**src/rtl/dmem_pkg.sv**
```systemverilog
// -----------------------------------------------------------------------------
// dmem_pkg
// Shared types for the data-memory load/store sequencer.
//   mem_size_t   : access size encoding used on req_size (3 is illegal)
//   dmem_state_t : controller FSM states
//   misaligned() : alignment / legality check for a request
// -----------------------------------------------------------------------------
package dmem_pkg;

    typedef enum logic [1:0] {
        SIZE_B = 2'd0,
        SIZE_H = 2'd1,
        SIZE_W = 2'd2
    } mem_size_t;

    typedef enum logic [2:0] {
        IDLE,
        READ,
        LRESP,
        MERGE,
        WRITE,
        ERR
    } dmem_state_t;

    // True when the access cannot be performed: half on an odd address,
    // word off a word boundary, or the unused size encoding 3.
    function automatic logic misaligned(input logic [1:0] size,
                                        input logic [1:0] offset);
        logic bad;
        case (size)
            SIZE_B:  bad = 1'b0;
            SIZE_H:  bad = offset[0];
            SIZE_W:  bad = (offset != 2'd0);
            default: bad = 1'b1;
        endcase
        return bad;
    endfunction

endpackage

```
**src/rtl/dmem_lane_align.sv**
```systemverilog
// -----------------------------------------------------------------------------
// dmem_lane_align
// Purely combinational little-endian lane logic for the data-memory path.
//   word        in  32  full memory word
//   offset      in  2   byte offset within the word (addr[1:0])
//   size        in  2   access size (mem_size_t encoding)
//   is_unsigned in  1   zero-extend loads when 1, sign-extend when 0
//   store_data  in  32  right-justified store data
//   load_data   out 32  addressed lane, extended to 32 bits
//   merged_word out 32  word with the addressed lane(s) replaced by store data
// -----------------------------------------------------------------------------
module dmem_lane_align
    import dmem_pkg::*;
(
    input  logic [31:0] word,
    input  logic [1:0]  offset,
    input  logic [1:0]  size,
    input  logic        is_unsigned,
    input  logic [31:0] store_data,
    output logic [31:0] load_data,
    output logic [31:0] merged_word
);

    logic [7:0]  lane_b;
    logic [15:0] lane_h;

    always_comb begin
        // NOTE: every output of a combinational block gets a default first so
        // that no path through the case statements leaves it unassigned (latch).
        load_data = '0;
        lane_b    = word[{offset, 3'b000} +: 8];
        lane_h    = word[{offset[1], 4'b0000} +: 16];
        case (size)
            SIZE_B:  load_data = {{24{~is_unsigned & lane_b[7]}}, lane_b};
            SIZE_H:  load_data = {{16{~is_unsigned & lane_h[15]}}, lane_h};
            SIZE_W:  load_data = word;
            default: load_data = '0;
        endcase
    end

    always_comb begin
        merged_word = word;
        case (size)
            SIZE_B:  merged_word[{offset, 3'b000} +: 8]     = store_data[7:0];
            SIZE_H:  merged_word[{offset[1], 4'b0000} +: 16] = store_data[15:0];
            SIZE_W:  merged_word = store_data;
            default: merged_word = word;
        endcase
    end

endmodule

```
**src/rtl/dmem_controller.sv**
```systemverilog
// -----------------------------------------------------------------------------
// dmem_controller
// Load/store sequencer between the core memory stage and a word-wide data
// memory with a one-cycle registered read. Sub-word stores are done as
// read-modify-write; misaligned or illegal-size requests complete with an
// error and never touch memory.
//   clk, reset (sync, active high)
//   req_valid/req_ready handshake, req_write, req_size, req_unsigned,
//   req_addr, req_wdata                        : request from the core
//   resp_valid (1-cycle pulse), resp_rdata, resp_error : completion
//   mem_read_addr, mem_read_data              : memory read port
//   mem_write_addr, mem_write_data, mem_write_enable : memory write port
// -----------------------------------------------------------------------------
module dmem_controller
    import dmem_pkg::*;
#(
    parameter int ADDR_W = 32,
    parameter int DATA_W = 32
)
(
    input  logic              clk,
    input  logic              reset,
    input  logic              req_valid,
    output logic              req_ready,
    input  logic              req_write,
    input  logic [1:0]        req_size,
    input  logic              req_unsigned,
    input  logic [ADDR_W-1:0] req_addr,
    input  logic [DATA_W-1:0] req_wdata,
    output logic              resp_valid,
    output logic [DATA_W-1:0] resp_rdata,
    output logic              resp_error,
    output logic [ADDR_W-1:0] mem_read_addr,
    input  logic [DATA_W-1:0] mem_read_data,
    output logic [ADDR_W-1:0] mem_write_addr,
    output logic [DATA_W-1:0] mem_write_data,
    output logic              mem_write_enable
);

    dmem_state_t       state;
    dmem_state_t       state_next;

    logic [ADDR_W-1:0] addr_q;
    logic [DATA_W-1:0] wdata_q;
    logic              write_q;
    logic [1:0]        size_q;
    logic              unsigned_q;

    logic              accept;
    logic [DATA_W-1:0] load_data;
    logic [DATA_W-1:0] merged_word;

    // Ready is held low while reset is asserted, even if the state is IDLE.
    assign req_ready = (state == IDLE) && !reset;
    assign accept    = req_valid && req_ready;

    // ---------------------------------------------------------------- state
    always_ff @(posedge clk) begin
        // NOTE: sequential state is updated with non-blocking assignments so
        // every register samples the pre-edge values of the others.
        if (reset) begin
            state <= IDLE;
        end else begin
            state <= state_next;
        end
    end

    // ------------------------------------------------------ capture registers
    always_ff @(posedge clk) begin
        // NOTE: capture registers are reset too, because the memory-side
        // address and data outputs are driven straight from them and must
        // read 0 out of reset.
        if (reset) begin
            addr_q     <= '0;
            wdata_q    <= '0;
            write_q    <= 1'b0;
            size_q     <= 2'd0;
            unsigned_q <= 1'b0;
        end else if (accept) begin
            addr_q     <= req_addr;
            wdata_q    <= req_wdata;
            write_q    <= req_write;
            size_q     <= req_size;
            unsigned_q <= req_unsigned;
        end
    end

    // ------------------------------------------------------------ next state
    always_comb begin
        state_next = state;
        case (state)
            IDLE: begin
                if (accept) begin
                    if (misaligned(req_size, req_addr[1:0])) begin
                        state_next = ERR;
                    end else if (req_write && (req_size == SIZE_W)) begin
                        state_next = WRITE;
                    end else begin
                        // Loads and sub-word stores both need the word first.
                        state_next = READ;
                    end
                end
            end
            READ:    state_next = write_q ? MERGE : LRESP;
            LRESP:   state_next = IDLE;
            MERGE:   state_next = IDLE;
            WRITE:   state_next = IDLE;
            ERR:     state_next = IDLE;
            default: state_next = IDLE;
        endcase
    end

    // ------------------------------------------------------------- lane logic
    dmem_lane_align u_lane_align (
        .word        (mem_read_data),
        .offset      (addr_q[1:0]),
        .size        (size_q),
        .is_unsigned (unsigned_q),
        .store_data  (wdata_q),
        .load_data   (load_data),
        .merged_word (merged_word)
    );

    // ---------------------------------------------------------------- outputs
    assign mem_read_addr  = addr_q;
    assign mem_write_addr = addr_q;

    // Completion-side outputs are suppressed in a reset cycle so a pending
    // MERGE/WRITE can never strobe memory while reset is high.
    always_comb begin
        resp_valid       = 1'b0;
        resp_error       = 1'b0;
        resp_rdata       = '0;
        mem_write_enable = 1'b0;
        mem_write_data   = '0;
        if (!reset) begin
            case (state)
                LRESP: begin
                    resp_valid = 1'b1;
                    resp_rdata = load_data;
                end
                MERGE: begin
                    resp_valid       = 1'b1;
                    mem_write_enable = 1'b1;
                    mem_write_data   = merged_word;
                end
                WRITE: begin
                    resp_valid       = 1'b1;
                    mem_write_enable = 1'b1;
                    mem_write_data   = wdata_q;
                end
                ERR: begin
                    resp_valid = 1'b1;
                    resp_error = 1'b1;
                end
                default: ;
            endcase
        end
    end

endmodule
```
**config.mk**
```make
export PLATFORM = sky130hd
export DESIGN_NAME = dmem_controller
export DESIGN_NICKNAME = d
export VERILOG_FILES = /design/src/rtl/dmem_pkg.sv /design/src/rtl/dmem_lane_align.sv /design/src/rtl/dmem_controller.sv
export SDC_FILE = /design/constraint.sdc
export NUM_CORES = 1
export LEC_CHECK = 0
export BUFFER_PORTS_ARGS = -buffer_cell sky130_fd_sc_hd__buf_4
export CORE_MARGIN = 5
export CORE_UTILIZATION = 25
export CTS_CLUSTER_SIZE = 28
export DETAILED_ROUTE_END_ITERATION = 10
export HOLD_SLACK_MARGIN = 0.03
export SLEW_MARGIN = 5
export SYNTH_ARGS = -nofsm -noshare
export SYNTH_HDL_FRONTEND = slang
export SYNTH_SLANG_ARGS = --single-unit
```
**constraint.sdc**
```tcl
create_clock -name clk -period 4 [get_ports clk]
set_input_delay 0 -clock clk [delete_from_list [all_inputs] [get_ports clk]]
set_output_delay 0 -clock clk [all_outputs]
set_load 0.005 [all_outputs]
```
==> impl_metrics.csv, run 1 <==
group,metric,value,unit
synth,synth_edf_count,0,
finish,final_cell_mix,"242 x buf_4, 88 x nand2_1, 71 x dfxtp_1",
synth,synth.avg_cell_area,7.967,um2
sta,setup_tns,0,ps
detailed_routing,drc_errors,0,
synth,ys_warn_count,0,
clock_tree,insertion_delay,340,ps
worst_setup_path,setup.worst_path.class,"reg -> out",
sta,fin_crit,2883,ps
global_route,grt_max_degree,132,
floorplanning,die_h,146.2,um
global_route,grt-ovfl-total,0,
synth,ys_seq_elements,71,
sta,finClkSkew,5.082,ps
synth,synthArstFlopShare,0,%
global_route,grt_pass1_wl,29210,um
synth,synth_area,0.004637,mm2
sta,slew_headroom,37.71,%
placement,io_buffers,234,
placement,gp_congestion,0.9262,
power,worst_ir_drop_vdd,0.0001999,V
sta,fin_crit_sh,72.07,%
clock_tree,cts_setup_buffers,0,
sta,fmax,0.3469,GHz
detailed_routing,post_drt_wl_per_cell,17.92,um
global_route,antenna_found_initial,5,
detailed_routing,antenna_left,0,
floorplanning,core_area,0.01809,mm2
sta,drv_slew,0,
worst_setup_path,critPathLaunchType,"register",
sta,final_hold_viol_count,0,
synth,synth.distinct_cells,56,
synth,synth_ff_type,"dfxtp_1",
detailed_routing,vias_per_cell,4.915,
worst_setup_path,critical_path_required,4000,ps
worst_setup_path,end_kind,"output port",
clock_tree,cts_root_buffer,"clkbuf_16",
detailed_routing,first_iter_violations,402,
floorplanning,rows,49,
floorplanning,start_util,25.64,%
finish,nNetsFinal,934,
finish,final_util,40.01,%
job,drv_cap,0,
finish,drive_above_1_share,34.78,%
sta,rsz0062_at_grt,"false",
clock_tree,post_cts_resized,0,
floorplanning,die_x,146.2,um
clock_tree,h-tree-depth,3,
worst_hold_path,hp-class,"in -> out",
sta,tightest_slew,931.7,ps
synth,synth-seq-area-share,30.65,%
clock_tree,cts_tree,"done",
power,p_leak,3.031,nW
placement,hpwl,13960,um
detailed_routing,via_count,5215,
synth,netlist_instances,582,
detailed_routing,drtPass1Iterations,5,
clock_tree,hold_buffers,69,
sta,setup_viol,0,
worst_setup_path,crit_arrival,2880,ps
synth,syn_nets,690,
global_route,track_usage,16.89,%
finish,num-fill-cells,1857,
clock_tree,cts.sinks,71,
run_status,status,"completed",
clock_tree,max-clock-path-buffers,2,
global_route,grt_pass1_vias,5096,
worst_setup_path,critPathMaxFanout,14,
floorplanning,die-area,0.02137,mm2
clock_tree,path_clk_slew,60,ps
finish,syn2layout_area_growth,56.04,%
clock_tree,cts_inserted_buffers,9,
floorplanning,ioPinCount,235,
detailed_routing,drt-total-wl,19010,um
finish,final_common_cell,"buf_4",
power,power.density,311.0,mW/mm2
sta,whs,303.8,ps
registers in the layout (all words and copies together), names as in the netlist:
signal	cells
size_q	2
write_q	1
wdata_q	32
mem_read_addr	32
state	3
unsigned_q	1
critical path, stage by stage (launching register included):
cell     delay (ps)
dfxtp_1         630
inv_1           220
ha_1            390
nor2b_1         170
a32oi_1         130
nor3_2          570
a221o_1         300
buf_4           120
layout make-up:
type                       count  area (um2)  share of cell area (%)
timing repair buffer         312        2527                   34.93
tap                          229       286.5                   3.960
inverter                       2       7.507                  0.1038
clock buffer                  10       229.0                   3.164
antenna                        1       2.502                 0.03458
clock inverter                 6       85.08                   1.176
multi-input combinational    430        2676                   36.99
sequential                    71        1421                   19.64
logic make-up after synthesis:
group	synth area share, %
AND/OR/NAND/NOR	25.72
AO/OA/AOI/OAI	27.47
buffers and inverters	11.71
flip-flops	30.65
multiplexers	2.914
adder cells (fa/ha/maj)	1.349
XOR/XNOR	0.1889
metal layers:
metal	vias to the layer above	track usage, %	wire [um]
met2	297	26.65	8477
met3	39	5.733	2011
met4	8	5.974	484
met1	2350	21.52	7997
met5	-	0	42
li1	2521	-	-
where the power goes:
group          switching [mW]  leakage [nW]  internal (mW)
registers              0.0722         0.584          0.769
logic                   0.257          2.30          0.293
clock network           0.315         0.148          0.544
total                   0.645          3.03           1.61
stage by stage:
stage	power (mW)	area (um2)	setup slack, ps	cells
floorplan	1.127	4637	1952	582
global placement	1.347	6228	1618	975
detailed placement	1.347	6228	1574	975
CTS	2.279	7233	1184	1060
global route	2.364	7236	1005	1061
finish	2.251	7236	1117	1061
worst paths after layout:
kind | startpoint | to | slack [ps] | cells after the start
worst min-delay path | mem_read_data[1] | mem_write_data[1] | 300 | 3
worst max register to register | state[0] | wdata_q[18] | 2220 | 5
worst min register to register | wdata_q[17] | wdata_q[17] | 470 | 2
worst max-delay path | mem_read_addr[0] | mem_write_data[21] | 1120 | 7
cell usage after synthesis, types with 3 or more instances:
cell type	number	area, um2
nand2_1	88	330.3
dfxtp_1	71	1421
nand2b_1	67	419.2
o21ai_0	56	280.3
a21oi_1	41	205.2
buf_4	40	300.3
a22oi_1	20	150.1
buf_2	19	95.09
nand3_1	16	80.08
a221o_1	15	150.1
nor2b_1	14	87.58
nor2_1	12	45.04
a22o_1	9	78.83
a32oi_1	9	78.83
buf_6	8	90.09
clkbuf_1	8	30.03
mux2_2	8	90.09
o21ai_1	8	40.04
o2bb2ai_1	8	70.07
o21ai_2	7	61.31
ha_1	5	62.56
a21oi_2	4	35.03
clkbuf_2	4	20.02
mux2i_1	3	30.03
nor3b_1	3	22.52
or3_1	3	18.77
No activity file was read; power rests on OpenSTA's default activity.
==> inputs of run 2 (changes only) <==
==> constraint.sdc (replaced) <==
create_clock -name clk -period 2.3 [get_ports clk]
set_input_delay 0 -clock clk [delete_from_list [all_inputs] [get_ports clk]]
set_output_delay 0 -clock clk [all_outputs]
set_load 0.005 [all_outputs]
==> run 2 against run 1 <==
Power increased by 78%. Final cell count increased by 1.1%. Global-route usage increased by 0.22 points. Critical path type unchanged. Largest cell class unchanged. Largest power group unchanged. Highest routed layer unchanged.
==> impl_metrics.csv, run 2 (synthesis results as in run 1) <==
group,metric,value,unit
global_route,grt_pass1_vias,5213,
sta,slew_headroom,64.15,%
global_route,use_met1,21.89,%
worst_setup_path,reg2regPathDepth,4,
worst_setup_path,crit_start,"mem_read_addr[1]",
power,worst_ir_drop_vdd,0.0002930,V
finish,drive_above_1_share,36.42,%
floorplanning,rows,49,
clock_tree,cts_inserted_buffers,9,
floorplanning,die_h,146.2,um
run_status,status,"completed",
worst_setup_path,r2r_slack,620,ps
sta,finClkSkew,6.852,ps
global_route,top_usage_layer,"met2",
worst_setup_path,critPathMaxFanout,26,
worst_setup_path,rr_startpoint,"state[0]",
placement,place_inst,985,
floorplanning,ioPinCount,235,
global_route,antenna_found_initial,5,
worst_hold_path,min_from,"reset",
worst_setup_path,crit_slowest_cell,"a21oi_2",
sta,final_hold_viol_count,0,
sta,drv_slew,0,
detailed_routing,vias_per_cell,4.898,
floorplanning,die-area,0.02137,mm2
placement,hpwl,14430,um
sta,setup_viol,0,
clock_tree,cts.sinks,71,
global_route,met2_usage,26.63,%
detailed_routing,drtPass1Iterations,5,
detailed_routing,drt-total-wl,19120,um
clock_tree,max-clock-path-buffers,2,
worst_setup_path,end_kind,"output port",
detailed_routing,drc_errors,0,
clock_tree,cts_tree,"done",
worst_hold_path,holdPathStages,2,
worst_setup_path,r2r-end,"mem_read_addr[12]",
sta,worst_slack,86.65,ps
worst_setup_path,critical_path_required,2300,ps
placement,dp_slack,323.7,ps
worst_setup_path,path_cells,"buf_6, ha_1, or3_1, a21oi_2, a221o_1, buf_4",
job,drv_cap,0,
sta,fin_crit,2213,ps
clock_tree,cts_root_buffer,"clkbuf_16",
clock_tree,insertion_delay,340,ps
global_route,grt_pass1_wl,29550,um
finish,stdcell_count,1073,
clock_tree,h-tree-depth,3,
finish,final_cell_mix,"250 x buf_4, 88 x nand2_1, 70 x dfxtp_1",
global_route,met3_usage,5.392,%
global_route,grt_max_degree,58,
finish,final_common_cell,"buf_4",
sta,fin_crit_sh,96.23,%
sta,fmax,0.4518,GHz
worst_setup_path,critPathLaunchType,"register",
finish,final_util,41.04,%
detailed_routing,post_drt_wl_per_cell,17.82,um
worst_hold_path,min_to,"mem_read_addr[0]",
finish,num-fill-cells,1882,
worst_hold_path,hp-class,"in -> reg",
power,total_power,4.014,mW
clock_tree,path_clk_slew,60,ps
global_route,grt-ovfl-total,0,
finish,nNetsFinal,946,
floorplanning,start_util,25.64,%
floorplanning,core_area,0.01809,mm2
sta,whs,199.1,ps
global_route,track_usage,17.11,%
placement,gp_congestion,0.9282,
detailed_routing,antenna_left,0,
worst_setup_path,max_stage_delay,420,ps
detailed_routing,first_iter_violations,353,
power,p_leak,3.124,nW
worst_setup_path,setup.worst_path.class,"reg -> out",
sta,tightest_slew,535.8,ps
floorplanning,die_x,146.2,um
power,power.density,540.8,mW/mm2
finish,syn2layout_area_growth,60.06,%
placement,io_buffers,234,
detailed_routing,via_count,5256,
worst_setup_path,crit_arrival,2210,ps
-- run 2: cell count changes in the layout (fill, tap and decap cells not counted), sizes merged --
cell      before  now
clkinvlp       2    1
clkinv         2    3
buf          243  255
-- run 2: layer usage --
metal,share of wire (%),vias to the layer above
met4,2.9,8
met5,0.30,-
met1,43,2390
met3,9.3,42
met2,45,265
li1,-,2551
-- run 2: how the worst max path moves through the flow --
stage | endpoint | slack (ps) | cells after the start
3_3_place_gp | mem_write_data[21] | 320 | 7
3_5_place_dp | mem_write_data[21] | 320 | 7
6_report | mem_write_data[21] | 90 | 6
2_1_floorplan | mem_write_data[24] | 250 | 7
4_1_cts | mem_write_data[2] | 20 | 7
5_1_grt | mem_write_data[24] | -20 | 8
-- run 2: area by class of cell --
type | count | area, um2 | share of cell area, %
Antenna cell | 1 | 2.502 | 0.03372
Inverter | 2 | 7.507 | 0.1011
Clock buffer | 10 | 239.0 | 3.220
Sequential cell | 71 | 1423 | 19.17
Clock inverter | 6 | 93.84 | 1.264
Multi-Input combinational cell | 430 | 2711 | 36.53
Tap cell | 229 | 286.5 | 3.860
Timing Repair Buffer | 324 | 2659 | 35.82
-- run 2: critical path: cells and delay by family (launching register included) --
family | cells | cell delay (ps)
AOI/OAI and AO/OA | 2 | 680
adders and majority gates | 1 | 230
buffers and inverters | 2 | 310
DFF | 1 | 320
and+or+nand+nor | 1 | 330
-- run 2: power breakdown --
part	total [mW]	leakage (nW)	internal [mW]	switching, mW
Combinational	1.01	2.38	0.548	0.461
Sequential	1.46	0.585	1.34	0.122
Clock	1.55	0.159	0.985	0.561
Total	4.01	3.12	2.87	1.14
-- run 2: stage by stage --
stage / cell area, um2 / setup TNS, ps
floorplan: 4637 / 0
global placement: 6316 / 0
detailed placement: 6316 / 0
CTS: 7366 / 0
global route: 7422 / -17.72
finish: 7422 / 0
-- run 2: repair_timing --
action,CTS,global route
endpoints found under the setup margin,9,35
endpoints found under the hold margin,70,0
setup buffers,1,1
resized for setup,1,7
hold buffers,69,0
pin swaps,1,0
==> inputs of run 3 (changes only) <==
--- a/config.mk
+++ b/config.mk
@@ -11,6 +11,7 @@
 export CTS_CLUSTER_SIZE = 28
 export DETAILED_ROUTE_END_ITERATION = 10
 export HOLD_SLACK_MARGIN = 0.03
+export REMOVE_ABC_BUFFERS = 1
 export SLEW_MARGIN = 5
 export SYNTH_ARGS = -nofsm -noshare
 export SYNTH_HDL_FRONTEND = slang
==> run 3 against run 2 <==
Fmax up 0.97%. Critical endpoint is now mem_write_data[18]. Non-clock buffer count up 9. Combinational power about the same. Critical path type unchanged. Highest routed layer is now met4. Die area unchanged. Hold slack worse by 53 ps. Largest power group unchanged.
==> impl_metrics.csv, run 3 (synthesis results as in run 1) <==
group,metric,value,unit
sta,tightest_slew,708.5,ps
clock_tree,max-clock-path-buffers,2,
sta,fin_crit,2192,ps
worst_setup_path,r2r_slack,630,ps
detailed_routing,antenna_left,0,
global_route,grt_pass1_vias,5289,
clock_tree,cts_inserted_buffers,9,
power,worst_ir_drop_vdd,0.0003344,V
detailed_routing,drtPass1Iterations,5,
floorplanning,die_h,146.2,um
placement,gp_congestion,0.7891,
finish,drive_above_1_share,37.79,%
finish,syn2layout_area_growth,61.41,%
worst_setup_path,r2r-end,"mem_read_addr[9]",
detailed_routing,highest_layer,"met4",
global_route,grt_max_degree,81,
finish,final_common_cell,"buf_4",
worst_hold_path,hp-class,"in -> reg",
detailed_routing,via_count,5180,
power,power.density,530.2,mW/mm2
sta,fmax,0.4562,GHz
clock_tree,path_clk_slew,60,ps
global_route,grt_pass1_wl,29810,um
detailed_routing,vias_per_cell,4.792,
detailed_routing,post_drt_wl_per_cell,18.17,um
run_status,status,"completed",
detailed_routing,route.met2.wl,9768,um
sta,setup_viol,0,
worst_setup_path,critPathMaxFanout,6,
floorplanning,ioPinCount,235,
finish,final_cell_mix,"259 x buf_4, 88 x nand2_1, 69 x dlygate4sd3_1",
power,p_leak,3.171,nW
sta,final_hold_viol_count,0,
placement,io_buffers,234,
sta,finClkSkew,4.524,ps
sta,drv_slew,0,
detailed_routing,wl_met3,1534,um
sta,slew_headroom,52.59,%
sta,rsz0062_at_grt,"false",
floorplanning,rows,49,
power,total_power,3.969,mW
clock_tree,cts_tree,"done",
detailed_routing,wl_met1,8118,um
finish,nNetsFinal,955,
floorplanning,start_util,25.64,%
sta,fin_crit_sh,95.31,%
floorplanning,die_x,146.2,um
global_route,grt-ovfl-total,0,
finish,num_antenna_cells,0,
worst_setup_path,rr_startpoint,"state[2]",
worst_setup_path,reg2regPathDepth,4,
worst_setup_path,setup.worst_path.class,"reg -> out",
floorplanning,core_area,0.01809,mm2
global_route,antenna_found_initial,0,
clock_tree,insertion_delay,340,ps
worst_setup_path,setup.worst_path.end,"mem_write_data[18]",
finish,num-fill-cells,1832,
clock_tree,cts_root_buffer,"clkbuf_16",
worst_setup_path,max_stage_delay,380,ps
worst_setup_path,path_cells,"inv_2, ha_4, nor2b_1, a32oi_2, nor3_4, buf_4, a221o_1, buf_4",
clock_tree,h-tree-depth,3,
worst_setup_path,crit_slowest_cell,"dfxtp_1",
worst_setup_path,crit_top_cell,"buf_4",
detailed_routing,drc_errors,0,
worst_setup_path,crit_start,"mem_read_addr[1]",
detailed_routing,drt-total-wl,19640,um
worst_setup_path,critical_path_required,2300,ps
worst_setup_path,end_kind,"output port",
finish,final_util,41.38,%
worst_setup_path,crit_arrival,2190,ps
worst_setup_path,critPathLaunchType,"register",
detailed_routing,first_iter_violations,267,
job,drv_cap,0,
floorplanning,die-area,0.02137,mm2
placement,hpwl,14180,um
global_route,track_usage,17.58,%
clock_tree,cts.sinks,71,
-- run 3: cell type report --
cell class	instances	area [um2]	share of cell area, %
Timing Repair Buffer	333	2735	36.54
Multi-Input combinational cell	430	2721	36.36
Sequential cell	71	1425	19.04
Tap cell	229	286.5	3.828
Clock buffer	11	252.7	3.377
Clock inverter	5	56.30	0.7523
Inverter	2	7.507	0.1003
-- run 3: metrics by stage --
stage / std cells / area (um2) / hold slack (ps) / setup slack (ps) / setup TNS (ps)
final: 1081 / 7485 / 145.8 / 107.9 / 0
after global routing: 1081 / 7485 / 182.4 / 0.5558 / 0
after CTS: 1079 / 7428 / 142.0 / 1.927 / 0
after detailed placement: 994 / 6409 / 199.3 / 240.7 / 0
after global placement: 994 / 6409 / 194.4 / 273.4 / 0
after floorplan: 503 / 4101 / 18.32 / -82.01 / -2781
-- run 3: power by group --
| group | total (mW) | leakage (nW) | switching [mW] | internal (mW) |
|---|---|---|---|---|
| Sequential | 1.46 | 0.585 | 0.118 | 1.34 |
| Combinational | 1.04 | 2.43 | 0.482 | 0.563 |
| Clock | 1.47 | 0.152 | 0.570 | 0.897 |
-- run 3: layer usage --
layer,up-vias,track usage (%)
met5,-,0
met4,0,4.516
met3,20,4.958
met2,220,30.70
met1,2373,21.28
li1,2567,-
-- run 3: what timing repair did --
item | CTS | global route
endpoints found under the setup margin | 23 | 39
endpoints found under the hold margin | 70 | 0
hold buffers | 69 | 0
pin swaps | 0 | 2
setup buffers | 0 | 2
resized for setup | 4 | 12
-- run 3: worst max-delay path: cells and delay by family, from the launching register on --
kind,cells,cell delay (ps)
compound gates,2,590
flops,1,380
fa+ha+maj,1,240
buf+inv,3,410
simple gates,2,220
-- run 3: worst min path at each step --
stage                   from           endpoint  depth (start not counted)
6_report               reset         wdata_q[8]                          3
5_1_grt                reset        wdata_q[12]                          3
4_1_cts                reset        wdata_q[27]                          3
3_5_place_dp   req_wdata[18]        wdata_q[18]                          3
3_3_place_gp    req_addr[18]  mem_read_addr[18]                          3
2_1_floorplan          reset          req_ready                          1
